<file path="src/rtl/fifo_pkg.sv">
// Shared defaults, pointer-width helper and the registered status-flag bundle for fifo_gen2.
package fifo_pkg;

   localparam int DEF_WIDTH = 8;
   localparam int DEF_DEPTH = 32;

   function automatic int ptr_w(input int depth);
      return (depth > 1) ? $clog2(depth) : 1;
   endfunction

   typedef struct packed {
      logic empty_n;
      logic full_n;
      logic almost_empty_n;
      logic almost_full_n;
      logic overflow;
      logic underflow;
   } flags_t;

endpackage

</file>
<file path="src/rtl/fifo_ram.sv">
// Simple dual-port storage: one write port, one registered read port, no reset.
// Read data lands one cycle after the address; the read register holds while re is low.
module fifo_ram #(
   parameter int WIDTH = 8,
   parameter int AW    = 5
) (
   input  logic             clk,
   input  logic             we,
   input  logic [AW-1:0]    waddr,
   input  logic [WIDTH-1:0] wdata,
   input  logic             re,
   input  logic [AW-1:0]    raddr,
   output logic [WIDTH-1:0] rdata
);

   logic [WIDTH-1:0] mem [0:(1<<AW)-1];

   // Read-before-write on an address collision: rdata gets the old word.
   always_ff @(posedge clk) begin
      if (we) mem[waddr] <= wdata;
      if (re) rdata <= mem[raddr];
   end

endmodule

</file>
<file path="src/rtl/fifo_gen2.sv">
// Synchronous FIFO with registered occupancy/flags, sticky error flags and optional first-word-fall-through.
// Read data one cycle after an accepted read (FWFT=0); refused reads/writes set sticky underflow/overflow.
module fifo_gen2
   import fifo_pkg::*;
#(
   parameter int WIDTH    = DEF_WIDTH,
   parameter int DEPTH    = DEF_DEPTH,
   parameter int AF_LEVEL = DEPTH - 4,
   parameter int AE_LEVEL = 4,
   parameter int FWFT     = 0
) (
   input  logic                   clk,
   input  logic                   rst,
   input  logic [WIDTH-1:0]       data_in,
   input  logic                   write,
   input  logic                   read,
   input  logic                   clear_err,
   output logic [WIDTH-1:0]       data_out,
   output logic [$clog2(DEPTH):0] use_dw,
   output logic                   empty_n,
   output logic                   full_n,
   output logic                   almost_empty_n,
   output logic                   almost_full_n,
   output logic                   overflow,
   output logic                   underflow
);

   localparam int          AW      = ptr_w(DEPTH);
   localparam bit          IS_FWFT = (FWFT != 0);
   localparam logic [AW:0] AE_L    = (AW+1)'(AE_LEVEL);
   localparam logic [AW:0] AF_L    = (AW+1)'(AF_LEVEL);
   localparam logic [AW:0] FULL_L  = (AW+1)'(DEPTH);
   localparam flags_t      FL_RST  = '{1'b0, 1'b1, 1'b0, 1'b1, 1'b0, 1'b0};

   if ((DEPTH & (DEPTH - 1)) != 0 || DEPTH < 4 || DEPTH > 1024) begin : g_bad_depth
      $error("fifo_gen2: DEPTH must be a power of two in 4..1024");
   end
   if (!(AE_LEVEL < AF_LEVEL && AF_LEVEL <= DEPTH)) begin : g_bad_levels
      $error("fifo_gen2: thresholds must satisfy AE_LEVEL < AF_LEVEL <= DEPTH");
   end
   if (WIDTH < 1 || WIDTH > 64) begin : g_bad_width
      $error("fifo_gen2: WIDTH must be in 1..64");
   end

   logic [AW-1:0]    wr_ptr, rd_ptr, ram_raddr;
   logic [AW:0]      use_next;
   logic             rd_acc, wr_acc, ram_we, ram_re;
   logic             out_zero, byp;
   logic [WIDTH-1:0] byp_dat, ram_q;
   flags_t           fl, fl_next;

   assign rd_acc = read & fl.empty_n;
   assign wr_acc = write & (fl.full_n | rd_acc);
   assign ram_we = wr_acc & ~rst;

   // FWFT keeps the read port pointed at the head, pre-fetching the next entry on a read.
   if (IS_FWFT) begin : g_fwft
      assign ram_raddr = rd_acc ? rd_ptr + AW'(1) : rd_ptr;
      assign ram_re    = 1'b1;
   end else begin : g_std
      assign ram_raddr = rd_ptr;
      assign ram_re    = rd_acc;
   end

   fifo_ram #(.WIDTH(WIDTH), .AW(AW)) u_ram (
      .clk   (clk),
      .we    (ram_we),
      .waddr (wr_ptr),
      .wdata (data_in),
      .re    (ram_re),
      .raddr (ram_raddr),
      .rdata (ram_q)
   );

   always_comb begin
      use_next = use_dw;
      fl_next  = '0;
      if (wr_acc && !rd_acc)      use_next = use_dw + (AW+1)'(1);
      else if (rd_acc && !wr_acc) use_next = use_dw - (AW+1)'(1);
      fl_next.empty_n        = (use_next != '0);
      fl_next.full_n         = (use_next != FULL_L);
      fl_next.almost_empty_n = (use_next > AE_L);
      fl_next.almost_full_n  = (use_next < AF_L);
      // A fresh error wins over a coincident clear.
      fl_next.overflow       = (write & ~wr_acc) | (fl.overflow & ~clear_err);
      fl_next.underflow      = (read & ~rd_acc) | (fl.underflow & ~clear_err);
   end

   always_ff @(posedge clk) begin
      if (rst) begin
         wr_ptr   <= '0;
         rd_ptr   <= '0;
         use_dw   <= '0;
         fl       <= FL_RST;
         out_zero <= 1'b1;
         byp      <= 1'b0;
         byp_dat  <= '0;
      end else begin
         if (wr_acc) wr_ptr <= wr_ptr + AW'(1);
         if (rd_acc) rd_ptr <= rd_ptr + AW'(1);
         use_dw  <= use_next;
         fl      <= fl_next;
         if (IS_FWFT ? wr_acc : rd_acc) out_zero <= 1'b0;
         // Word written to the address being fetched: forward it since the RAM returns the old word.
         byp     <= IS_FWFT && wr_acc && (wr_ptr == ram_raddr);
         byp_dat <= data_in;
      end
   end

   assign data_out       = out_zero ? '0 : (byp ? byp_dat : ram_q);
   assign empty_n        = fl.empty_n;
   assign full_n         = fl.full_n;
   assign almost_empty_n = fl.almost_empty_n;
   assign almost_full_n  = fl.almost_full_n;
   assign overflow       = fl.overflow;
   assign underflow      = fl.underflow;

endmodule

</file>
<file path="config.mk">
export PLATFORM = sky130hd
export DESIGN_NAME = fifo_gen2
export DESIGN_NICKNAME = d
export VERILOG_FILES = /design/src/rtl/fifo_pkg.sv /design/src/rtl/fifo_ram.sv /design/src/rtl/fifo_gen2.sv
export SDC_FILE = /design/constraint.sdc
export NUM_CORES = 1
export LEC_CHECK = 0
export BUFFER_PORTS_ARGS = -buffer_cell sky130_fd_sc_hd__buf_4
export CAP_MARGIN = 20
export CORE_ASPECT_RATIO = 0.6
export CORE_UTILIZATION = 62
export DETAILED_ROUTE_END_ITERATION = 16
export PLACE_DENSITY_LB_ADDON = 0.1
export REMOVE_ABC_BUFFERS = 1
export SLEW_MARGIN = 20
export SYNTH_ARGS = -nofsm -noshare
export SYNTH_HDL_FRONTEND = slang
export SYNTH_SLANG_ARGS = --single-unit
</file>
<file path="constraint.sdc">
create_clock -name clk -period 2.3 [get_ports clk]
set_input_delay 0.23 -clock clk [delete_from_list [all_inputs] [get_ports clk]]
set_output_delay 0.23 -clock clk [all_outputs]
set_load 0.05 [all_outputs]
</file>
==> results.txt, run 1 <==
Status: complete, no violations
Drt first-iter violations: 718
Initial antenna violation count: 0
Remaining DRCs: 0
Max cap viols: 0
Clock Latency Late Sink: 0.52 ns
Die height: 107 microns
RSZ-0062 raised after global routing: yes
Crit path max-delay family: simple AND/OR/NAND/NOR gates
DRT Wirelength: 23500 microns
Critical Path End Type: register
Max frequency: 462 MHz
# IOs: 33
Via count: 6038
Reg2Reg Setup Slack: 0.14 ns
Longest Clk Path Bufs: 3
ANT nets after route: 0
H-tree depth: 1
Setup violators final: 0
Maximum vdd drop: 0.000890 V
YS warnings: 0
Area Growth Syn to Fin: 13.9%
Syn Std Cell Area: 11400 sq um
Post-synth EDFFs: 264
Vias per Instance: 6.14
Fin crit period: 2.16 ns
Crit path arrival time: 2.39 ns
Cts bufs inserted: 25
Global-route wire length before repair: 36000 microns
Hold_ws: 0.0671 ns
I/O Buffers: 32
Worst relative slew slack: 0.656
Pin count of the biggest net entering global routing: 37
Overall routing resource usage: 0.262
Post-route insts no fill: 984
Clk slew on worst S/H paths: 0.07 ns
DRT Pass-1 Iters: 6
Row cnt: 38
Clk sinks: 287
RD Place Congestion: 0.857
Count of state elements after synthesis: 287
Critical path's slowest cell: dfxtp_1
WS Path Type: reg -> reg
Period utilization: 0.941
Measured slew at the worst slew-check pin: 0.511 ns
Die W: 177 microns
Critical Path, Cell by Cell: nand2_1 > inv_1 > o21ai_0 > nor2_1 > nand2_1 > nor2_2 > buf_4
Util after Layout: 0.720
Syn avg cell area: 17.5 sq um
Worst Path Required: 2.53 ns
Core area: 18100 sq um
Filler cells: 1140
Design Area, Final: 13000 sq um
Initial Utilization: 0.632
Multi-input gate area: 2860 sq um
Drt wl/cell: 23.9 microns
Die area: 19000 sq um
Final Skew: 0.00680 ns
Max-slew violation count: 0
FF/Latch Area: 8390 sq um
Critical Path Max Stage Delay: 0.47 ns
Dpl cell area: 12200 sq um
Count of unique library cells instantiated by Yosys: 47
CP bufs+invs: 2
P per Cell Area: 883 nW/um^2
Register area share after synthesis: 0.734
Cells after DPL: 939
CP startpoint kind: register
Final #Nets: 746
Final hold violations: 0
Vias in the first global route: 5978
Top FF cell, synth: edfxtp_1
Grt total ovfl: 0
Most used cell, CP: nand2_1
CP max FO: 8
Worst hold path class: in -> reg
Ys async rst share: 0
Root Driver: clkbuf_16
TritonCTS clock tree: yes
Cells after Synth: 652
Leak: 4.15 nW
Post-DP HPWL: 15100 microns
Share of layout cells above drive strength 1: 0.217
-- layout by cell type, fill, tap and decap left out, types with 5 or more instances in the layout --
cell and count:
edfxtp_1 264, mux2i_1 80, buf_4 74, nor2_1 54
mux4_2 32, clkbuf_16 25, dfxtp_1 21, nand2_1 18
a21oi_1 16, a22o_1 14, nor2b_1 13, a22oi_1 10
o221ai_1 8, xor2_1 8, o21ai_0 7, nand4_1 7
ha_1 7, clkinv_2 7, a221oi_1 6, inv_1 5
buf_12 5
-- cell type report --
type | count | area share
Tap cell | 240 | 0.0231
Antenna cell | 1 | 0.000192
Inverter | 5 | 0.00144
Clock buffer | 33 | 0.0535
Sequential cell | 287 | 0.645
Clock inverter | 11 | 0.00586
Timing Repair Buffer | 80 | 0.0511
Multi-Input combinational cell | 327 | 0.220
-- cells by family after synthesis --
kind of cell | share of synthesized area
AOI/OAI and AO/OA | 0.0496
xor gates and xnor gates | 0.00920
adders and majority gates | 0.00767
buffers and inverters | 0.0157
DFF | 0.734
muxes | 0.135
and+or+nand+nor | 0.0484
-- path summary, 6_finish.rpt --
kind	startpoint	to	cells after the start
max	empty_n	u_ram.mem[1][2]	7
min	rst	use_dw[1]	2
max reg2reg	empty_n	u_ram.mem[1][2]	7
min reg2reg	underflow	underflow	2
-- flip-flops by register name, summed over array words and instances (netlist names) --
signal and count:
almost_empty_n 1, overflow 1, wr_ptr 5, empty_n 1, ram_raddr 5, underflow 1
use_dw 6, u_ram.mem 256, out_zero 1, almost_full_n 1, full_n 1, u_ram.rdata 8
-- per-stage QoR --
step | setup TNS, ns | setup slack [ns] | power (mW)
3_3_place_gp | 0 | 0.0546 | 7.59
6_report | 0 | 0.136 | 11.5
3_5_place_dp | 0 | 0.0326 | 7.63
2_1_floorplan | -98.37 | -1.90 | 7.07
4_1_cts | 0 | 0.0327 | 11.5
5_1_grt | -0.577 | -0.0433 | 11.9
-- worst reg2reg max path: cells and delay by family, from the launching register on --
family / cells / cell delay [ns]
buffers and inverters: 2 / 0.30
AND/OR/NAND/NOR: 4 / 1.02
AO/OA/AOI/OAI: 1 / 0.11
flip-flops: 1 / 0.47
-- per-layer routing --
metal	global-route usage	part of all wire
met5	0	0
met4	0.0628	0.018
met3	0.0486	0.077
met2	0.363	0.43
met1	0.427	0.47
-- repair_timing --
action / 4_1_cts / 5_1_grt
gates resized for setup: 0 / 2
buffers inserted: 0 / 0
endpoints found under the setup margin: 0 / 30
hold buffers: 1 / 0
endpoints found under the hold margin: 1 / 0
-- cells in the mapped netlist (4+ instances only) --
| cell type | count | area [sq um] |
|---|---|---|
| nand2_1 | 18 | 67.6 |
| a21oi_1 | 16 | 80.1 |
| xor2_1 | 8 | 70.1 |
| edfxtp_1 | 264 | 7930 |
| clkbuf_1 | 9 | 33.8 |
| nor2b_1 | 13 | 81.3 |
| ha_1 | 7 | 87.6 |
| mux4_2 | 32 | 721 |
| inv_1 | 5 | 18.8 |
| buf_2 | 17 | 85.1 |
| xnor2_1 | 4 | 35.0 |
| nand4_1 | 7 | 43.8 |
| a22o_1 | 14 | 123 |
| mux2i_1 | 80 | 801 |
| o21ai_0 | 7 | 35.0 |
| a22oi_1 | 10 | 75.1 |
| a221oi_1 | 6 | 52.6 |
| nor2_1 | 56 | 210 |
| buf_4 | 4 | 30.0 |
| dfxtp_1 | 23 | 460 |
| o221ai_1 | 8 | 70.1 |
-- report_power, final --
part | leakage [nW] | internal, mW | switching (mW)
clock | 0.388 | 2.23 | 1.73
sequential | 2.57 | 5.81 | 0.110
combinational | 1.20 | 0.637 | 0.981
total | 4.15 | 8.68 | 2.82
(Power assumes the default switching activity.)
==> run 2: changes to the inputs <==
REMOVE_ABC_BUFFERS = unset   (was 1)
==> results.txt, run 2 (synthesis gave the netlist of run 1 again) <==
Status: complete, no violations
Critical Path End Type: register
CP max FO: 17
Cts bufs inserted: 25
Area Growth Syn to Fin: 14.1%
R2R depth: 4
Clk sinks: 287
Longest Clk Path Bufs: 3
Hold_ws: 0.0538 ns
Hold-critical path endpoint: use_dw[5]
TritonCTS clock tree: yes
Grt peak-use layer: met1
DRT Pass-1 Iters: 5
Critical Path Stages: 4
Final #Nets: 746
Die area: 19000 sq um
P per Cell Area: 896 nW/um^2
Final hold violations: 0
Period utilization: 0.925
Leak: 4.15 nW
Setup violators final: 0
Drt first-iter violations: 749
CP startpoint kind: register
Largest register FFs: 256
Dpl cell area: 12200 sq um
Final Skew: 0.0204 ns
Combinational fraction of design power: 0.136
GR Layer Usage met3: 0.0525
Biggest regs: u_ram.mem: 256 flops, u_ram.rdata: 8 flops, use_dw: 6 flops
Clock network power share: 0.356
Critical Path Max Stage Delay: 0.59 ns
# Post-CTS Setup Buffers: 0
Row cnt: 38
Design Area, Final: 13000 sq um
Overall routing resource usage: 0.264
Fin crit period: 2.13 ns
Remaining DRCs: 0
Max-slew violation count: 0
Share of layout cells above drive strength 1: 0.213
Maximum vdd drop: 0.000776 V
Crit path max-delay family: multiplexers
DRT Wirelength: 24100 microns
Final WS setup: 0.173 ns
Filler cells: 1140
Via count: 6197
Critical path's slowest cell: mux4_2
Global-route wire length before repair: 35900 microns
Reg2Reg Setup Slack: 0.17 ns
Max frequency: 470 MHz
Pin count of the biggest net entering global routing: 52
Initial antenna violation count: 0
Clk slew on worst S/H paths: 0.07 ns
CP bufs+invs: 1
Worst relative slew slack: 0.619
Sequential Power Share: 0.508
Max cap viols: 0
Register with the most flip-flops: u_ram.mem
Pint: 8.77 mW
Psw: 2.91 mW
WHS Path Cells: 2
RR Endpoint: u_ram.rdata[2]
Critical Path, Cell by Cell: buf_4 > mux4_2 > mux2i_1 > o221ai_1
Ant diodes: 0
Worst Path Required: 2.55 ns
Vias per Instance: 6.30
RD Place Congestion: 0.881
Commonest cells after routing, fill and taps aside: 264 x edfxtp_1, 80 x mux2i_1, 75 x buf_4, 56 x nor2_1, 32 x mux4_2
Commonest non-fill, non-tap cell in the layout: edfxtp_1
Pre-CTS setup slack: 0.240 ns
Post-DP HPWL: 15200 microns
Root Driver: clkbuf_16
Clock Latency Late Sink: 0.54 ns
H-tree depth: 1
WS Path Type: reg -> reg
Drt wl/cell: 24.6 microns
Synthesized net count: 672
Beginning of the worst register-to-register path: ram_raddr[0]
Total power draw: 11.7 mW
Sw Share: 0.249
RSZ-0062 raised after global routing: no
Crit path arrival time: 2.37 ns
Cells after DPL: 938
Hold wc startpoint: rst
Vias in the first global route: 5915
I/O Buffers: 32
# IOs: 33
Die W: 177 microns
Initial Utilization: 0.632
Worst hold path class: in -> reg
Die height: 107 microns
Measured slew at the worst slew-check pin: 0.571 ns
Grt total ovfl: 0
Post-route insts no fill: 983
Core area: 18100 sq um
ANT nets after route: 0
Routing usage on met2: 0.385
M1 GR Usage: 0.417
[run 2: cell count changes in the layout (fill, tap and decap cells not counted), sizes merged]
cell	before	now
clkinvlp	0	3
bufinv	1	3
diode	1	0
inv	5	6
clkbuf	33	27
[run 2: worst max path at each step]
stage	from	to	slack [ns]
6_report	ram_raddr[0]	u_ram.rdata[2]	0.17
5_1_grt	empty_n	u_ram.mem[10][4]	0.08
4_1_cts	ram_raddr[0]	u_ram.rdata[2]	0.17
3_5_place_dp	ram_raddr[0]	u_ram.rdata[2]	0.24
3_3_place_gp	ram_raddr[0]	u_ram.rdata[6]	0.26
2_1_floorplan	empty_n	u_ram.mem[10][0]	-0.02
[run 2: layout make-up]
cell class | count | area [sq um] | share of cell area
multi-input combinational | 327 | 2860 | 0.219
timing repair buffer | 80 | 653 | 0.0501
inverter | 5 | 18.8 | 0.00144
tap | 240 | 300 | 0.0230
clock buffer | 27 | 633 | 0.0486
sequential | 287 | 8390 | 0.644
clock inverter | 17 | 174 | 0.0133
[run 2: stage by stage]
| stage | util | setup TNS, ns |
|---|---|---|
| 4_1_cts | 0.721 | 0 |
| 3_5_place_dp | 0.676 | 0 |
| 3_3_place_gp | 0.676 | 0 |
| 6_report | 0.721 | 0 |
| 2_1_floorplan | - | -4.96 |
| 5_1_grt | 0.721 | 0 |
[run 2: worst register-to-register path, delay by kind of cell, from the launching register on]
kind                   cells  cell delay, ns
AO/OA/AOI/OAI              1            0.18
buffers and inverters      1            0.37
flip-flops                 1            0.45
multiplexers               2            0.83
[run 2: metal layers]
layer  vias up  wire length, microns
li1       2719                     -
met5         -                     0
met1      3132                 10800
met2       302                 10700
met4         0                   443
met3        44                  2230
[run 2: power by group through the flow]
stage               Clock (mW)  Combinational, mW  Sequential, mW
detailed placement           0               1.57            6.04
floorplan                    0              0.927            6.15
CTS                       4.19               1.59            5.93
finish                    4.16               1.59            5.93
global placement             0               1.54            6.03
global route              4.38               1.70            5.94
[run 2: repair_timing]
action,4_1_cts,5_1_grt
hold endpoints to repair,1,0
endpoints found under the setup margin,0,0
hold buffers,1,0
resized for setup,0,0
==> run 3: changes to the inputs <==
--- a/config.mk
+++ b/config.mk
@@ -13,2 +13,3 @@
 export PLACE_DENSITY_LB_ADDON = 0.1
+export RECOVER_POWER = 50
 export SLEW_MARGIN = 20
--- a/constraint.sdc
+++ b/constraint.sdc
@@ -3,2 +3,2 @@
 set_output_delay 0.23 -clock clk [all_outputs]
-set_load 0.05 [all_outputs]
+set_load 0.005 [all_outputs]
==> results.txt, run 3 (synthesis gave the netlist of run 1 again) <==
Status: finished with violations
Failing checks: max-capacitance violations, max-slew violations
Longest Clk Path Bufs: 3
Final WS setup: 0.0884 ns
Vias in the first global route: 5983
Leak: 4.17 nW
CP startpoint kind: register
Final hold violations: 0
Clock Latency Late Sink: 0.51 ns
Worst hold path class: in -> reg
DRT Wirelength: 24400 microns
WHS Path Cells: 2
Hold wc startpoint: rst
ANT nets after route: 0
Die height: 107 microns
Initial antenna violation count: 0
Core area: 18100 sq um
Combinational fraction of design power: 0.123
H-tree depth: 1
RR Endpoint: u_ram.rdata[2]
Maximum vdd drop: 0.000760 V
Worst relative slew slack: -0.165
CP max FO: 6
Synthesized net count: 672
Clk sinks: 287
P per Cell Area: 874 nW/um^2
Initial Utilization: 0.632
Ant diodes: 0
Largest register FFs: 256
Biggest regs: u_ram.mem: 256 flops, u_ram.rdata: 8 flops, use_dw: 6 flops
Clock network power share: 0.358
Overall routing resource usage: 0.264
Worst Path Required: 2.52 ns
Crit path arrival time: 2.43 ns
Area Growth Syn to Fin: 14.3%
RSZ-0062 raised after global routing: no
Final #Nets: 756
Hold-critical path endpoint: use_dw[3]
Fin crit period: 2.21 ns
TritonCTS clock tree: yes
RD Place Congestion: 0.791
R2R depth: 7
Beginning of the worst register-to-register path: ram_raddr[2]
Global-route wire length before repair: 35900 microns
Measured slew at the worst slew-check pin: 1.75 ns
Pin count of the biggest net entering global routing: 58
Via count: 6259
Max-slew violation count: 264
Share of layout cells above drive strength 1: 0.207
Clk slew on worst S/H paths: 0.07 ns
Max frequency: 452 MHz
Pint: 8.77 mW
Die area: 19000 sq um
Root Driver: clkbuf_16
Commonest non-fill, non-tap cell in the layout: edfxtp_1
Period utilization: 0.962
Critical Path End Type: register
Drt first-iter violations: 854
Cts bufs inserted: 25
Max cap viols: 8
Die W: 177 microns
Setup violators final: 0
Setup_tns: 0 ns
Drt wl/cell: 24.6 microns
WS Path Type: reg -> reg
Grt total ovfl: 0
Vias per Instance: 6.30
Sw Share: 0.232
Pre-CTS setup slack: 0.0736 ns
Post-DP HPWL: 15200 microns
Commonest cells after routing, fill and taps aside: 264 x edfxtp_1, 80 x mux2i_1, 63 x buf_4, 56 x nor2_1, 32 x mux4_2
Final Skew: 0.00814 ns
Psw: 2.65 mW
Reg2Reg Setup Slack: 0.09 ns
# IOs: 33
DRT Pass-1 Iters: 5
Total power draw: 11.4 mW
Register with the most flip-flops: u_ram.mem
Row cnt: 38
Remaining DRCs: 0
Sequential Power Share: 0.519
I/O Buffers: 32
-- run 3: cell types whose count changed in the layout (fill, tap and decap cells not counted), sizes merged --
cell      before  now
clkinv        10   11
buf           79   66
clkinvlp       3    0
inv            6    5
clkbuf        27   53
-- run 3: final cells by class --
| cell class | count | area [sq um] |
|---|---|---|
| flip-flops and latches | 287 | 8390 |
| fillers | 1099 | 5010 |
| multi-input cells | 327 | 2860 |
| repair buffers | 90 | 711 |
| clock buffers | 30 | 644 |
| well taps | 240 | 300 |
| clock inverters | 14 | 136 |
| inverters | 5 | 18.8 |
-- run 3: timing repair --
| item | CTS | global route |
|---|---|---|
| setup buffers | 0 | 5 |
| gates resized for setup | 0 | 2 |
| endpoints found under the hold margin | 1 | 0 |
| setup endpoints to repair | 0 | 3 |
| hold buffers | 1 | 0 |
-- run 3: how the worst max path moves through the flow --
stage                 startpoint          endpoint  depth (start not counted)  slack (ns)
finish              ram_raddr[2]    u_ram.rdata[2]                          7        0.09
global route        ram_raddr[2]    u_ram.rdata[0]                          7        0.04
CTS                 ram_raddr[1]    u_ram.rdata[2]                          6        0.02
detailed placement  ram_raddr[1]    u_ram.rdata[2]                          6        0.07
global placement    ram_raddr[1]    u_ram.rdata[0]                          6        0.05
floorplan                empty_n  u_ram.mem[10][0]                          7        0.14
-- run 3: stage by stage --
step	util	hold slack [ns]	cell area (sq um)	cells
finish	0.723	0.0657	13100	993
global placement	0.677	0.459	12200	942
CTS	0.721	0.0547	13000	987
global route	0.723	0.0656	13100	993
detailed placement	0.677	0.469	12200	942
floorplan	-	0.314	11400	652
-- run 3: power groups by stage --
stage	Clock (mW)	Sequential (mW)	Combinational (mW)
floorplan	0	5.99	0.871
global placement	0	6.03	1.35
detailed placement	0	6.03	1.38
CTS	4.12	5.92	1.39
global route	4.32	5.94	1.52
finish	4.09	5.93	1.41
-- run 3: worst max-delay path, cell delays in order (launching register included) --
cell      delay, ns
dfxtp_1        0.42
nor2b_1        0.33
buf_4          0.21
a22o_1         0.14
a221oi_1       0.06
buf_4          0.17
a22oi_1        0.35
o221ai_1       0.24
-- run 3: metal layers --
layer,vias to the layer above,global-route usage,routed length (microns)
met5,-,0,0
met4,0,0.0511,383
met3,33,0.0447,2050
met2,328,0.372,10400
met1,3155,0.433,11600
li1,2743,-,-
